<file path="src/rtl/pkt_merge_pkg.sv">
// Shared constants, FSM state encoding and beat type for the packet-merge arbiter.
package pkt_merge_pkg;

    localparam int DW      = 153;
    localparam int EOP_BIT = 152;

    localparam logic [1:0] ST_IDLE = 2'd0;
    localparam logic [1:0] ST_SEL0 = 2'd1;
    localparam logic [1:0] ST_SEL1 = 2'd2;

    typedef logic [DW-1:0] beat_t;

endpackage

</file>
<file path="src/rtl/pkt_rr_arb2.sv">
// Two-input round-robin grant: a lone requester wins, a tie goes to the input
// that did not win last. Purely combinational; last_grant is held by the parent.
module pkt_rr_arb2 (
    input  logic [1:0] req,
    input  logic       last_grant,
    output logic [1:0] gnt
);

    always_comb begin
        gnt = req;
        if (&req) gnt = last_grant ? 2'b01 : 2'b10;
    end

endmodule

</file>
<file path="src/rtl/pkt_merge_arb.sv">
// Packet-atomic two-input merge arbiter with a one-entry output register.
// Optional per-input packet counters are built when PKT_MERGE_ARB_STATS_EN is defined.
module pkt_merge_arb #(
    parameter int DW      = pkt_merge_pkg::DW,
    parameter int EOP_BIT = pkt_merge_pkg::EOP_BIT,
    parameter int CNT_W   = 16
) (
    input  logic             CLK,
    input  logic             RST_N,
    input  logic [DW-1:0]    fi0_D_OUT,
    input  logic             fi0_EMPTY_N,
    output logic             fi0_DEQ,
    input  logic [DW-1:0]    fi1_D_OUT,
    input  logic             fi1_EMPTY_N,
    output logic             fi1_DEQ,
    output logic [DW-1:0]    oport_get,
    output logic             RDY_oport_get,
    input  logic             EN_oport_get,
    output logic [CNT_W-1:0] pkt_cnt0,
    output logic [CNT_W-1:0] pkt_cnt1
);
    import pkt_merge_pkg::*;

    logic [1:0]    state_q, state_d;
    logic          last_grant_q, last_grant_d;
    logic          out_full_q, out_full_d;
    logic [DW-1:0] data_q, data_d;
    logic [1:0]    gnt;
    logic          src_vld, src, src_rdy, can_load, xfer, eop;
    logic [DW-1:0] src_beat;

    pkt_rr_arb2 u_arb (
        .req        ({fi1_EMPTY_N, fi0_EMPTY_N}),
        .last_grant (last_grant_q),
        .gnt        (gnt)
    );

    // Once a packet has started, the source stays locked until its EOP beat.
    always_comb begin
        src_vld = 1'b0;
        src     = 1'b0;
        case (state_q)
            ST_IDLE: begin src_vld = |gnt; src = gnt[1]; end
            ST_SEL0: begin src_vld = 1'b1; src = 1'b0;   end
            ST_SEL1: begin src_vld = 1'b1; src = 1'b1;   end
            default: ;
        endcase
    end

    assign src_rdy  = src ? fi1_EMPTY_N : fi0_EMPTY_N;
    assign src_beat = src ? fi1_D_OUT   : fi0_D_OUT;
    assign can_load = !out_full_q || EN_oport_get;
    assign xfer     = src_vld && src_rdy && can_load;
    assign eop      = src_beat[EOP_BIT];

    always_ff @(posedge CLK or negedge RST_N) begin
        if (!RST_N) state_q <= ST_IDLE;
        else        state_q <= state_d;
    end

    always_comb begin
        state_d = state_q;
        if (xfer)
            state_d = eop ? ST_IDLE : (src ? ST_SEL1 : ST_SEL0);
        else if (state_q != ST_IDLE && state_q != ST_SEL0 && state_q != ST_SEL1)
            state_d = ST_IDLE;
    end

    // Strobes are forced low during reset even though the FIFOs may still show data.
    always_comb begin
        fi0_DEQ = RST_N && xfer && !src;
        fi1_DEQ = RST_N && xfer &&  src;
    end

    assign last_grant_d = (xfer && eop) ? src : last_grant_q;
    assign out_full_d   = xfer || (out_full_q && !EN_oport_get);
    assign data_d       = xfer ? src_beat : data_q;

    always_ff @(posedge CLK or negedge RST_N) begin
        if (!RST_N) begin
            last_grant_q <= 1'b1;
            out_full_q   <= 1'b0;
            data_q       <= '0;
        end else begin
            last_grant_q <= last_grant_d;
            out_full_q   <= out_full_d;
            data_q       <= data_d;
        end
    end

    assign oport_get     = data_q;
    assign RDY_oport_get = out_full_q;

`ifdef PKT_MERGE_ARB_STATS_EN
    logic [CNT_W-1:0] cnt0_q, cnt1_q;

    always_ff @(posedge CLK or negedge RST_N) begin
        if (!RST_N) begin
            cnt0_q <= '0;
            cnt1_q <= '0;
        end else begin
            if (xfer && eop && !src) cnt0_q <= cnt0_q + CNT_W'(1);
            if (xfer && eop &&  src) cnt1_q <= cnt1_q + CNT_W'(1);
        end
    end

    assign pkt_cnt0 = cnt0_q;
    assign pkt_cnt1 = cnt1_q;
`else
    assign pkt_cnt0 = '0;
    assign pkt_cnt1 = '0;
`endif

endmodule
</file>
<file path="config.mk">
export PLATFORM = sky130hd
export DESIGN_NAME = pkt_merge_arb
export DESIGN_NICKNAME = d
export VERILOG_FILES = /design/src/rtl/pkt_merge_pkg.sv /design/src/rtl/pkt_rr_arb2.sv /design/src/rtl/pkt_merge_arb.sv
export SDC_FILE = /design/constraint.sdc
export NUM_CORES = 1
export LEC_CHECK = 0
export CAP_MARGIN = 10
export CORE_AREA = 2 2 193 195
export CTS_BUF_LIST = sky130_fd_sc_hd__clkbuf_16
export DETAILED_ROUTE_END_ITERATION = 16
export DIE_AREA = 0 0 195 197
export DONT_BUFFER_PORTS = 1
export HOLD_SLACK_MARGIN = 0.08
export PLACE_DENSITY = 0.38
export SETUP_SLACK_MARGIN = 0.4
export SYNTH_ARGS = -nofsm -noshare
export SYNTH_HDL_FRONTEND = slang
export SYNTH_SLANG_ARGS = --single-unit
</file>
<file path="constraint.sdc">
create_clock -name CLK -period 5.16 [get_ports CLK]
set_input_delay 1.032 -clock CLK [delete_from_list [all_inputs] [get_ports CLK]]
set_output_delay 1.032 -clock CLK [all_outputs]
set_load 0.02 [all_outputs]
</file>
==> flow_summary_export.csv, run 1 <==
group,metric,value,unit
synthesis,yosys_register_bits,157,
synthesis,netlist_instances,899,
sta,max_slew_margin,0.491,
die,die_w,195,um
die,core-area,36300,um2
clocking,cts_tree,"yes",
drt,drtPass1Iterations,4,
setup_path,end_kind,"primary output",
global_routing,grt_antenna_before_repair,2,
setup_path,startpoint,"state_q[0]",
global_routing,grt_pass1_wl,35.3,mm
die,die_h,197,um
final_layout,multi_input_area,3020,um2
sta,finalSetupTns,0,ns
setup_path,critPathRequiredTime,4.13,ns
clocking,cts_buffers,17,
die,pin_count,499,
drt,drtIter0Drc,249,
sta,setup_viol,0,
setup_path,worstPathArrival,2.10,ns
setup_path,rrSetupSlack,2.68,ns
clocking,root_buffer,"clkbuf_16",
final_layout,final_common_cell,"nand2_1",
final_layout,num-fill-cells,4027,
power_and_ir_drop,ir_drop,0.000499,V
final_layout,layout_common_cells,"308 x nand2_1, 157 x nor2_1, 156 x dfrtp_1, 153 x a31oi_1, 32 x conb_1",
global_routing,track_usage,0.121,
sta,rsz0062_at_grt,"no",
final_layout,area_growth,11.1,%
synthesis,netlist_area,7350,um2
drt,vias,5947,
sta,hold_viol,0,
drt,ant_nets,0,
clocking,cts_resized,0,
power_and_ir_drop,total_power,0.00653,W
setup_path,criticalPathCategory,"reg2out",
final_layout,drive_gt1_frac,0.0347,
sta,period_share,0.607,
drt,vias_per_cell,4.45,
sta,tightest_slew,0.764,ns
final_layout,nets,1167,
power_and_ir_drop,power_density,799,nW/um2
die,rows,70,
synthesis,synth.distinct_cells,23,
synthesis,yosysSeqAreaShare,0.534,
clocking,insertion_delay,0.44,ns
hold_path,hp-class,"in2async",
placement,portBuffers,0,
placement,dpl.hpwl,16.6,mm
synthesis,syn_area_per_cell,8.18,um2
final_layout,post-route-util,0.225,
global_routing,grt_max_degree,171,
setup_path,cp-start-kind,"flip-flop",
sta,min_period,3.13,ns
clocking,htreeDepth,4,
flow_run,maxCapViolations,0,
global_routing,grt_pass1_vias,5906,
setup_path,crit_fanout,5,
die,fp.dieArea,38400,um2
power_and_ir_drop,p_leak,3.39,nW
status,status,"finished clean",
sta,finalClockSkew,0.00954,ns
placement,gp_congestion,0.720,
clocking,cts_setup_buffers,0,
clocking,cts-hold-fix-buffers,0,
drt,drc_errors,0,
sta,clock.fmax,0.319,GHz
drt,wl,24.3,mm
setup_path,r2r-start,"state_q[1]",
global_routing,grt-ovfl-total,0,
sta,drv_slew,0,
final_layout,regArea,3930,um2
clocking,clk_path_buf_depth,2,
die,initial_core_util,0.203,
synthesis,synth_warnings,0,
clocking,clkTransAtPathRegs,0.07,ns
clocking,cts_sinks,157,
drt,wl_per_cell,18.2,um
-- flip-flops by register name, indices dropped and copies added (netlist names) --
| register | cells |
|---|---|
| RDY_oport_get | 1 |
| oport_get | 153 |
| last_grant_q | 1 |
| state_q | 2 |
-- path summary, 6_finish.rpt --
path                                      end  depth (start not counted)
worst min register to register   last_grant_q                          2
worst max register to register  oport_get[57]                          6
max in group asynchronous       oport_get[58]                          0
worst min-delay path            oport_get[49]                          0
min in group CLK                 last_grant_q                          2
worst max-delay path                  fi0_DEQ                          6
-- layer usage --
| layer | global-route usage | up-vias | routed length (um) |
|---|---|---|---|
| met5 | 0 | - | 0 |
| met4 | 0.0548 | 0 | 647 |
| met3 | 0.0537 | 32 | 2640 |
| met2 | 0.201 | 350 | 11700 |
| met1 | 0.134 | 2736 | 9310 |
| li1 | - | 2829 | - |
-- cells in the mapped netlist --
cell type    n  area share
o21ai_0      1     0.00068
nand2b_1     2      0.0017
nor2b_1      1     0.00085
buf_2       30       0.020
ha_1         3      0.0051
o21a_1       1      0.0010
a311oi_1     1      0.0012
nand2_1    308        0.16
a31oi_1    154        0.13
buf_4       32       0.033
nand3b_1     2      0.0020
conb_1       1     0.00051
a2111oi_4    1      0.0037
o31ai_1      2      0.0020
clkbuf_1    38       0.019
inv_1        3      0.0015
a31o_2       1      0.0012
a21oi_1      2      0.0014
o21ai_1      1     0.00068
o2111ai_1    1      0.0012
dfstp_2      1      0.0036
nor2_1     157       0.080
dfrtp_1    156        0.53
-- cell families (layout without fill, tap and decap cells) --
group | after synthesis | in the layout | synth area share
and+or+nand+nor | 470 | 470 | 0.242
adders and majority gates | 3 | 3 | 0.00510
buffers and inverters | 103 | 38 | 0.0740
AOI/OAI and AO/OA | 165 | 165 | 0.144
DFF | 157 | 157 | 0.534
other | 1 | 34 | 0.000510
-- critical path, stage by stage (launching register included) --
cell and delay [ns]:
dfrtp_1 0.36, inv_1 0.08, ha_1 0.28, nand2b_1 0.23, a21oi_1 0.20, o2111ai_1 0.16
nor2_1 0.36
-- report_power, final --
group	switching (W)	total, W	internal, W
clock	0.000531	0.00122	0.000693
combinational	0.00140	0.00212	0.000726
sequential	0.00131	0.00319	0.00188
-- area by class of cell --
| cell class | count | share of cell area |
|---|---|---|
| Clock inverter | 14 | 0.0141 |
| Timing Repair Buffer | 4 | 0.00980 |
| Antenna cell | 2 | 0.000612 |
| Multi-Input combinational cell | 670 | 0.370 |
| Clock buffer | 17 | 0.0521 |
| Sequential cell | 157 | 0.481 |
| Inverter | 3 | 0.00138 |
| Tap cell | 468 | 0.0716 |
-- metrics by stage --
stage               cell area (um2)  cells  hold slack [ns]  worst slack, ns
floorplan                      7470    930            0.498             2.29
global placement               7630   1302            0.519             2.29
detailed placement             7630   1302            0.519             2.31
CTS                            8170   1333            0.244             2.00
global route                   8170   1335            0.243             1.85
finish                         8170   1335            0.284             2.03
Note: power is estimated with default switching activity, not from simulation.
==> run 2, diff against run 1 <==
--- a/config.mk
+++ b/config.mk
@@ -5,6 +5,7 @@
 export SDC_FILE = /design/constraint.sdc
 export NUM_CORES = 1
 export LEC_CHECK = 0
+export ABC_AREA = 1
 export CAP_MARGIN = 10
 export CORE_AREA = 2 2 193 195
 export CTS_BUF_LIST = sky130_fd_sc_hd__clkbuf_16
@@ -12,7 +13,7 @@
 export DIE_AREA = 0 0 195 197
 export DONT_BUFFER_PORTS = 1
 export HOLD_SLACK_MARGIN = 0.08
-export PLACE_DENSITY = 0.38
+export PLACE_DENSITY = 0.4
 export SETUP_SLACK_MARGIN = 0.4
 export SYNTH_ARGS = -nofsm -noshare
 export SYNTH_HDL_FRONTEND = slang
==> constraint.sdc (replaced) <==
create_clock -name CLK -period 3.15 [get_ports CLK]
set_input_delay 0.63 -clock CLK [delete_from_list [all_inputs] [get_ports CLK]]
set_output_delay 0.63 -clock CLK [all_outputs]
set_load 0.02 [all_outputs]
==> run 2 against run 1 <==
Effect of this change: the run now ends with hold timing left; sequential share of layout area shrank 2.8 points; non-clock buffer count grew 7; largest cell class unchanged; register-to-register slack lost 1.7 ns; combinational power grew 92%; clock power grew 81%; critical path depth grew 2.
==> flow_summary_export.csv, run 2 <==
group,metric,value,unit
status,status,"finished with violations",
status,violations,"hold timing",
drt,wl_per_cell,17.3,um
global_routing,grt_pass1_wl,33.5,mm
sta,period_share,0.838,
power_and_ir_drop,p_int,0.00591,W
synthesis,netlist_instances,909,
synthesis,yosysTopAreaCell,"dfrtp_1",
placement,portBuffers,0,
sta,min_period,2.64,ns
setup_path,cp-start-kind,"flip-flop",
synthesis,synth_ff_type,"dfrtp_1",
die,die_h,197,um
sta,max_slew_margin,0.506,
final_layout,area_growth,11.1,%
sta,hold_viol,156,
flow_run,maxCapViolations,0,
global_routing,grt_antenna_before_repair,4,
setup_path,end_kind,"primary output",
synthesis,synth_edf_count,0,
die,initial_core_util,0.215,
global_routing,grt-ovfl-total,0,
clocking,clk_path_buf_depth,2,
power_and_ir_drop,power_density,1320,nW/um2
sta,setup_viol,0,
die,rows,70,
final_layout,final_common_cell,"o21ai_0",
final_layout,layout_common_cells,"197 x o21ai_0, 163 x nand2_1, 156 x dfrtp_1, 152 x or2_2, 108 x o21ai_1",
die,fp.dieArea,38400,um2
power_and_ir_drop,switchingPower,0.00556,W
synthesis,synth.area.mux_share,0,
clocking,clkTransAtPathRegs,0.06,ns
final_layout,nets,1185,
hold_path,hp-class,"in2async",
clocking,cts_tree,"yes",
setup_path,timing.rr.end,"oport_get[119]",
synthesis,syn_area_per_cell,8.59,um2
drt,vias_per_cell,4.32,
setup_path,criticalPathCategory,"reg2out",
final_layout,largest_reg_flops,153,
setup_path,path_buf_inv,3,
clocking,htreeDepth,4,
setup_path,worst_path_max_delay_cell,"dfrtp_1",
synthesis,synth-compound-area-share,0.197,
drt,drc_errors,0,
die,die_w,195,um
setup_path,worstPathArrival,2.01,ns
drt,vias,5847,
sta,tightest_slew,0.741,ns
synthesis,netlist_area,7810,um2
final_layout,post-route-util,0.239,
placement,gp_congestion,0.760,
setup_path,crit_chain,"buf_4, ha_1, inv_1, a21oi_2, nor2_4, nand2_8, nor3_2, buf_4",
power_and_ir_drop,ir_drop,0.000840,V
clocking,insertion_delay,0.43,ns
setup_path,cp_top_family,"buffers and inverters",
power_and_ir_drop,combPwrFrac,0.355,
die,core-area,36300,um2
synthesis,yosys_register_bits,157,
sta,holdWs,-0.110,ns
placement,dpl.hpwl,17.2,mm
clocking,cts_sinks,157,
global_routing,grt_max_degree,165,
power_and_ir_drop,seqPwrFrac,0.453,
sta,rsz0062_at_grt,"no",
die,pin_count,499,
power_and_ir_drop,p_sw_frac,0.485,
synthesis,synth_warnings,0,
synthesis,synth.most_common_cell,"o21ai_0",
clocking,root_buffer,"clkbuf_16",
global_routing,track_usage,0.116,
drt,ant_nets,0,
setup_path,path_common_cell,"buf_4",
clocking,cts_buffers,17,
setup_path,crit_cells,8,
final_layout,insertedDiodeCount,0,
sta,finalClockSkew,0.0109,ns
synthesis,synth_xor_area_frac,0,
setup_path,cp_slowest_stage_delay,0.39,ns
power_and_ir_drop,pwr-share-clk,0.192,
power_and_ir_drop,p_leak,3.74,nW
synthesis,ys_top_cells_by_count,"197 x o21ai_0, 164 x nand2_1, 156 x dfrtp_1",
synthesis,synth.distinct_cells,22,
drt,wl,23.4,mm
drt,drtPass1Iterations,4,
setup_path,ff2ff_path_depth,8,
sta,drv_slew,0,
synthesis,synthArstFlopShare,1.00,
synthesis,yosysSeqAreaShare,0.503,
synthesis,synth.area.top_cells,"dfrtp_1 50%, o21ai_0 13%, or2_2 12%",
sta,finalSetupTns,0,ns
final_layout,drive_gt1_frac,0.231,
setup_path,r2r-start,"state_q[1]",
synthesis,yosys.area.top_type_share,0.500,
synthesis,synthAdderAreaFrac,0.00481,
setup_path,rrSetupSlack,0.96,ns
setup_path,crit_fanout,4,
sta,clock.fmax,0.379,GHz
global_routing,grt_pass1_vias,5515,
synthesis,synth_top_family_by_area,"simple AND/OR/NAND/NOR gates",
setup_path,critPathRequiredTime,2.52,ns
synthesis,yosys.area_share.simple,0.213,
drt,drtIter0Drc,291,
run 2: changes by cell type after synthesis, sizes merged, moves of 3 or more:
cell,delta
a31oi,-154
nand2,-141
or2,+152
nor2,-152
clkbuf,+3
inv,+6
o21ai,+303
nand3,+7
buf,-4
run 2: final cells by class:
type | count | area (um2)
clock inverter | 15 | 191
timing repair buffer | 11 | 120
sequential | 157 | 3930
clock buffer | 17 | 425
fill | 3993 | 27600
multi-input combinational | 675 | 3390
tap | 468 | 586
inverter | 9 | 36.3
run 2: how the worst max path moves through the flow:
stage	start	end
final	state_q[1]	fi1_DEQ
after global routing	state_q[0]	fi1_DEQ
after CTS	state_q[0]	fi1_DEQ
after detailed placement	state_q[0]	fi1_DEQ
after global placement	state_q[0]	fi1_DEQ
after floorplan	fi1_EMPTY_N	fi0_DEQ
run 2: power by group through the flow:
stage	combinational, W	clock [W]	sequential, W
after global routing	0.00477	0.00237	0.00530
after global placement	0.00400	0	0.00528
after floorplan	0.00350	0	0.00484
after CTS	0.00412	0.00229	0.00523
final	0.00407	0.00221	0.00519
after detailed placement	0.00410	0	0.00525
run 2: logic make-up (layout without fill, tap and decap cells):
family | after synthesis | after routing
AO/OA/AOI/OAI | 306 | 306
flip-flops | 157 | 157
adder cells (fa/ha/maj) | 3 | 3
other | 1 | 32
buffers and inverters | 108 | 52
AND/OR/NAND/NOR | 334 | 334
run 2: stage by stage:
step | total power [W] | setup WS [ns] | instance area (um2) | std cells
finish | 0.0115 | 0.512 | 8680 | 1352
CTS | 0.0116 | 0.418 | 8650 | 1350
global route | 0.0124 | 0.342 | 8680 | 1352
detailed placement | 0.00935 | 0.910 | 8020 | 1317
floorplan | 0.00834 | 0.593 | 7930 | 940
global placement | 0.00928 | 0.919 | 8020 | 1317
run 2: layer usage:
metal	global-route usage	part of all wire	up-vias
met3	0.0440	0.092	28
met1	0.131	0.39	2645
met4	0.0407	0.017	4
li1	-	-	2877
met2	0.201	0.50	293
met5	0	0.0013	-
run 2: repair_timing:
action | in CTS | in global routing
gates resized for setup | 0 | 4
buffers inserted | 1 | 2
pin swaps | 1 | 1
endpoints found under the hold margin | 157 | 157
endpoints found under the setup margin | 1 | 2
==> run 3, diff against run 2 <==
--- a/config.mk
+++ b/config.mk
@@ -13,7 +13,7 @@
 export DIE_AREA = 0 0 195 197
 export DONT_BUFFER_PORTS = 1
 export HOLD_SLACK_MARGIN = 0.08
-export PLACE_DENSITY = 0.4
+export PLACE_DENSITY = 0.41
 export SETUP_SLACK_MARGIN = 0.4
 export SYNTH_ARGS = -nofsm -noshare
 export SYNTH_HDL_FRONTEND = slang
==> constraint.sdc (replaced) <==
create_clock -name CLK -period 2.1 [get_ports CLK]
set_input_delay 0.42 -clock CLK [delete_from_list [all_inputs] [get_ports CLK]]
set_output_delay 0.42 -clock CLK [all_outputs]
set_load 0.02 [all_outputs]
==> run 3 against run 2 <==
Effect of this change: the run ends with hold timing, setup timing left; critical path depth stayed put; hold slack lost 0.21 ns; clock skew is 0.0060 ns lower; non-clock buffer count is 68 higher; first-iteration DRC count decreased by 23%; via count grew 8.6%; critical path type unchanged; largest cell class is now multi-input gates; highest routed layer is now met4.
==> flow_summary_export.csv, run 3 (synthesis results as in run 2) <==
group,metric,value,unit
clocking,cts_tree,"yes",
clocking,cts_sinks,157,
setup_path,worst_path_max_delay_cell,"dfrtp_1",
final_layout,final_cells,1421,
drt,wl,27.6,mm
setup_path,cp_top_family,"simple AND/OR/NAND/NOR gates",
setup_path,criticalPathCategory,"reg2out",
final_layout,post-route-util,0.299,
drt,ant_nets,0,
clocking,insertion_delay,0.43,ns
final_layout,regArea,3930,um2
sta,period_share,1.11,
setup_path,critPathRequiredTime,1.68,ns
final_layout,final_common_cell,"dfrtp_1",
sta,min_period,2.33,ns
setup_path,crit_chain,"inv_2, ha_4, nor2_1, nor2_1, nand2_2, nor2_4, nand2_8, nor3_4",
setup_path,cp-start-kind,"flip-flop",
sta,drv_slew,0,
global_routing,grt_pass1_wl,38.0,mm
clocking,htreeDepth,4,
hold_path,hp-class,"in2async",
die,fp.dieArea,38400,um2
clocking,cts_buffers,17,
power_and_ir_drop,pwr-share-clk,0.131,
power_and_ir_drop,p_leak,4.67,nW
power_and_ir_drop,switchingPower,0.0108,W
global_routing,grt_max_degree,159,
clocking,clkTransAtPathRegs,0.06,ns
drt,drtPass1Iterations,6,
global_routing,track_usage,0.133,
power_and_ir_drop,p_int,0.0131,W
sta,setup_viol,137,
power_and_ir_drop,seqPwrFrac,0.333,
power_and_ir_drop,ir_drop,0.000838,V
placement,gp_congestion,0.745,
sta,holdWs,-0.317,ns
global_routing,grt_antenna_before_repair,2,
setup_path,crit_fanout,3,
drt,vias_per_cell,4.47,
power_and_ir_drop,power_density,2210,nW/um2
drt,vias,6351,
setup_path,path_common_cell,"nor2_1",
global_routing,grt-ovfl-total,0,
die,core-area,36300,um2
final_layout,multi_input_area,4040,um2
final_layout,num-fill-cells,3803,
die,die_h,197,um
power_and_ir_drop,combPwrFrac,0.536,
setup_path,end_kind,"primary output",
status,status,"finished with violations",
die,die_w,195,um
drt,drc_errors,0,
power_and_ir_drop,p_sw_frac,0.452,
die,rows,70,
final_layout,largest_reg_flops,153,
setup_path,path_buf_inv,1,
final_layout,nets,1253,
setup_path,worstPathArrival,1.91,ns
status,violations,"hold timing, setup timing",
drt,drtIter0Drc,223,
clocking,root_buffer,"clkbuf_16",
sta,rsz0062_at_grt,"yes",
drt,wl_per_cell,19.4,um
placement,portBuffers,0,
final_layout,layout_common_cells,"156 x dfrtp_1, 154 x o21ai_0, 152 x or2_2, 84 x o21ai_2, 82 x nand2_2",
die,pin_count,499,
flow_run,maxCapViolations,0,
power_and_ir_drop,total_power,0.0239,W
placement,dpl.hpwl,17.6,mm
sta,finalClockSkew,0.00485,ns
final_layout,drive_gt1_frac,0.474,
global_routing,grt_pass1_vias,6115,
sta,clock.fmax,0.430,GHz
clocking,clk_path_buf_depth,2,
placement,dp.cells,1332,
sta,hold_viol,157,
setup_path,cp_slowest_stage_delay,0.39,ns
final_layout,area_growth,38.7,%
die,initial_core_util,0.215,
sta,worst_slack,-0.226,ns
run 3: cell types whose count changed in the layout (fill, tap and decap cells not counted), moves of 28 or more:
cell	delta
o21ai_0	-43
buf_16	+28
o21ai_1	-41
nand2_1	-93
o21ai_2	+84
nand2_2	+80
run 3: layer usage:
layer,track usage,share of wire,wire [um]
met1,0.151,0.38,10600
met2,0.237,0.53,14700
met3,0.0421,0.067,1850
met4,0.0407,0.015,424
met5,0,0,0
run 3: what timing repair did:
action | CTS | global route
gates resized for setup | 139 | 166
hold endpoints to repair | 157 | 157
pin swaps | 4 | 4
cloned | 22 | 12
endpoints found under the setup margin | 155 | 158
buffers inserted | 16 | 6
run 3: power groups by stage:
stage	sequential (W)	clock (W)	combinational, W
after floorplan	0.00727	0	0.00537
after detailed placement	0.00784	0	0.00681
after global placement	0.00788	0	0.00664
final	0.00795	0.00313	0.0128
after global routing	0.00811	0.00337	0.0140
after CTS	0.00782	0.00326	0.0108
run 3: worst paths after layout:
check | startpoint | endpoint | slack, ns | cells past startpoint
max | state_q[0] | fi0_DEQ | -0.23 | 8
min | RST_N | oport_get[118] | -0.32 | 0
max reg2reg | state_q[0] | oport_get[29] | -0.18 | 15
min reg2reg | last_grant_q | last_grant_q | 0.47 | 2
max in group asynchronous | RST_N | oport_get[37] | 2.21 | 0
min in group CLK | fi0_D_OUT[152] | state_q[0] | 0.17 | 3
run 3: layout make-up:
cell class	count	area share
clock inverter	15	0.0146
sequential	157	0.363
clock buffer	17	0.0393
inverter	9	0.00335
multi-input combinational	675	0.373
antenna	1	0.000231
tap	468	0.0541
timing repair buffer	79	0.153
run 3: metrics by stage:
stage | TNS, ns | instance area [um2] | setup WS (ns) | hold slack [ns]
floorplan | 0 | 7980 | 0.0477 | 0.124
global placement | 0 | 8270 | 0.184 | 0.127
detailed placement | 0 | 8270 | 0.180 | 0.130
CTS | -15.97 | 10000 | -0.274 | -0.361
global route | -28.99 | 10800 | -0.339 | -0.360
finish | -14.38 | 10800 | -0.226 | -0.317
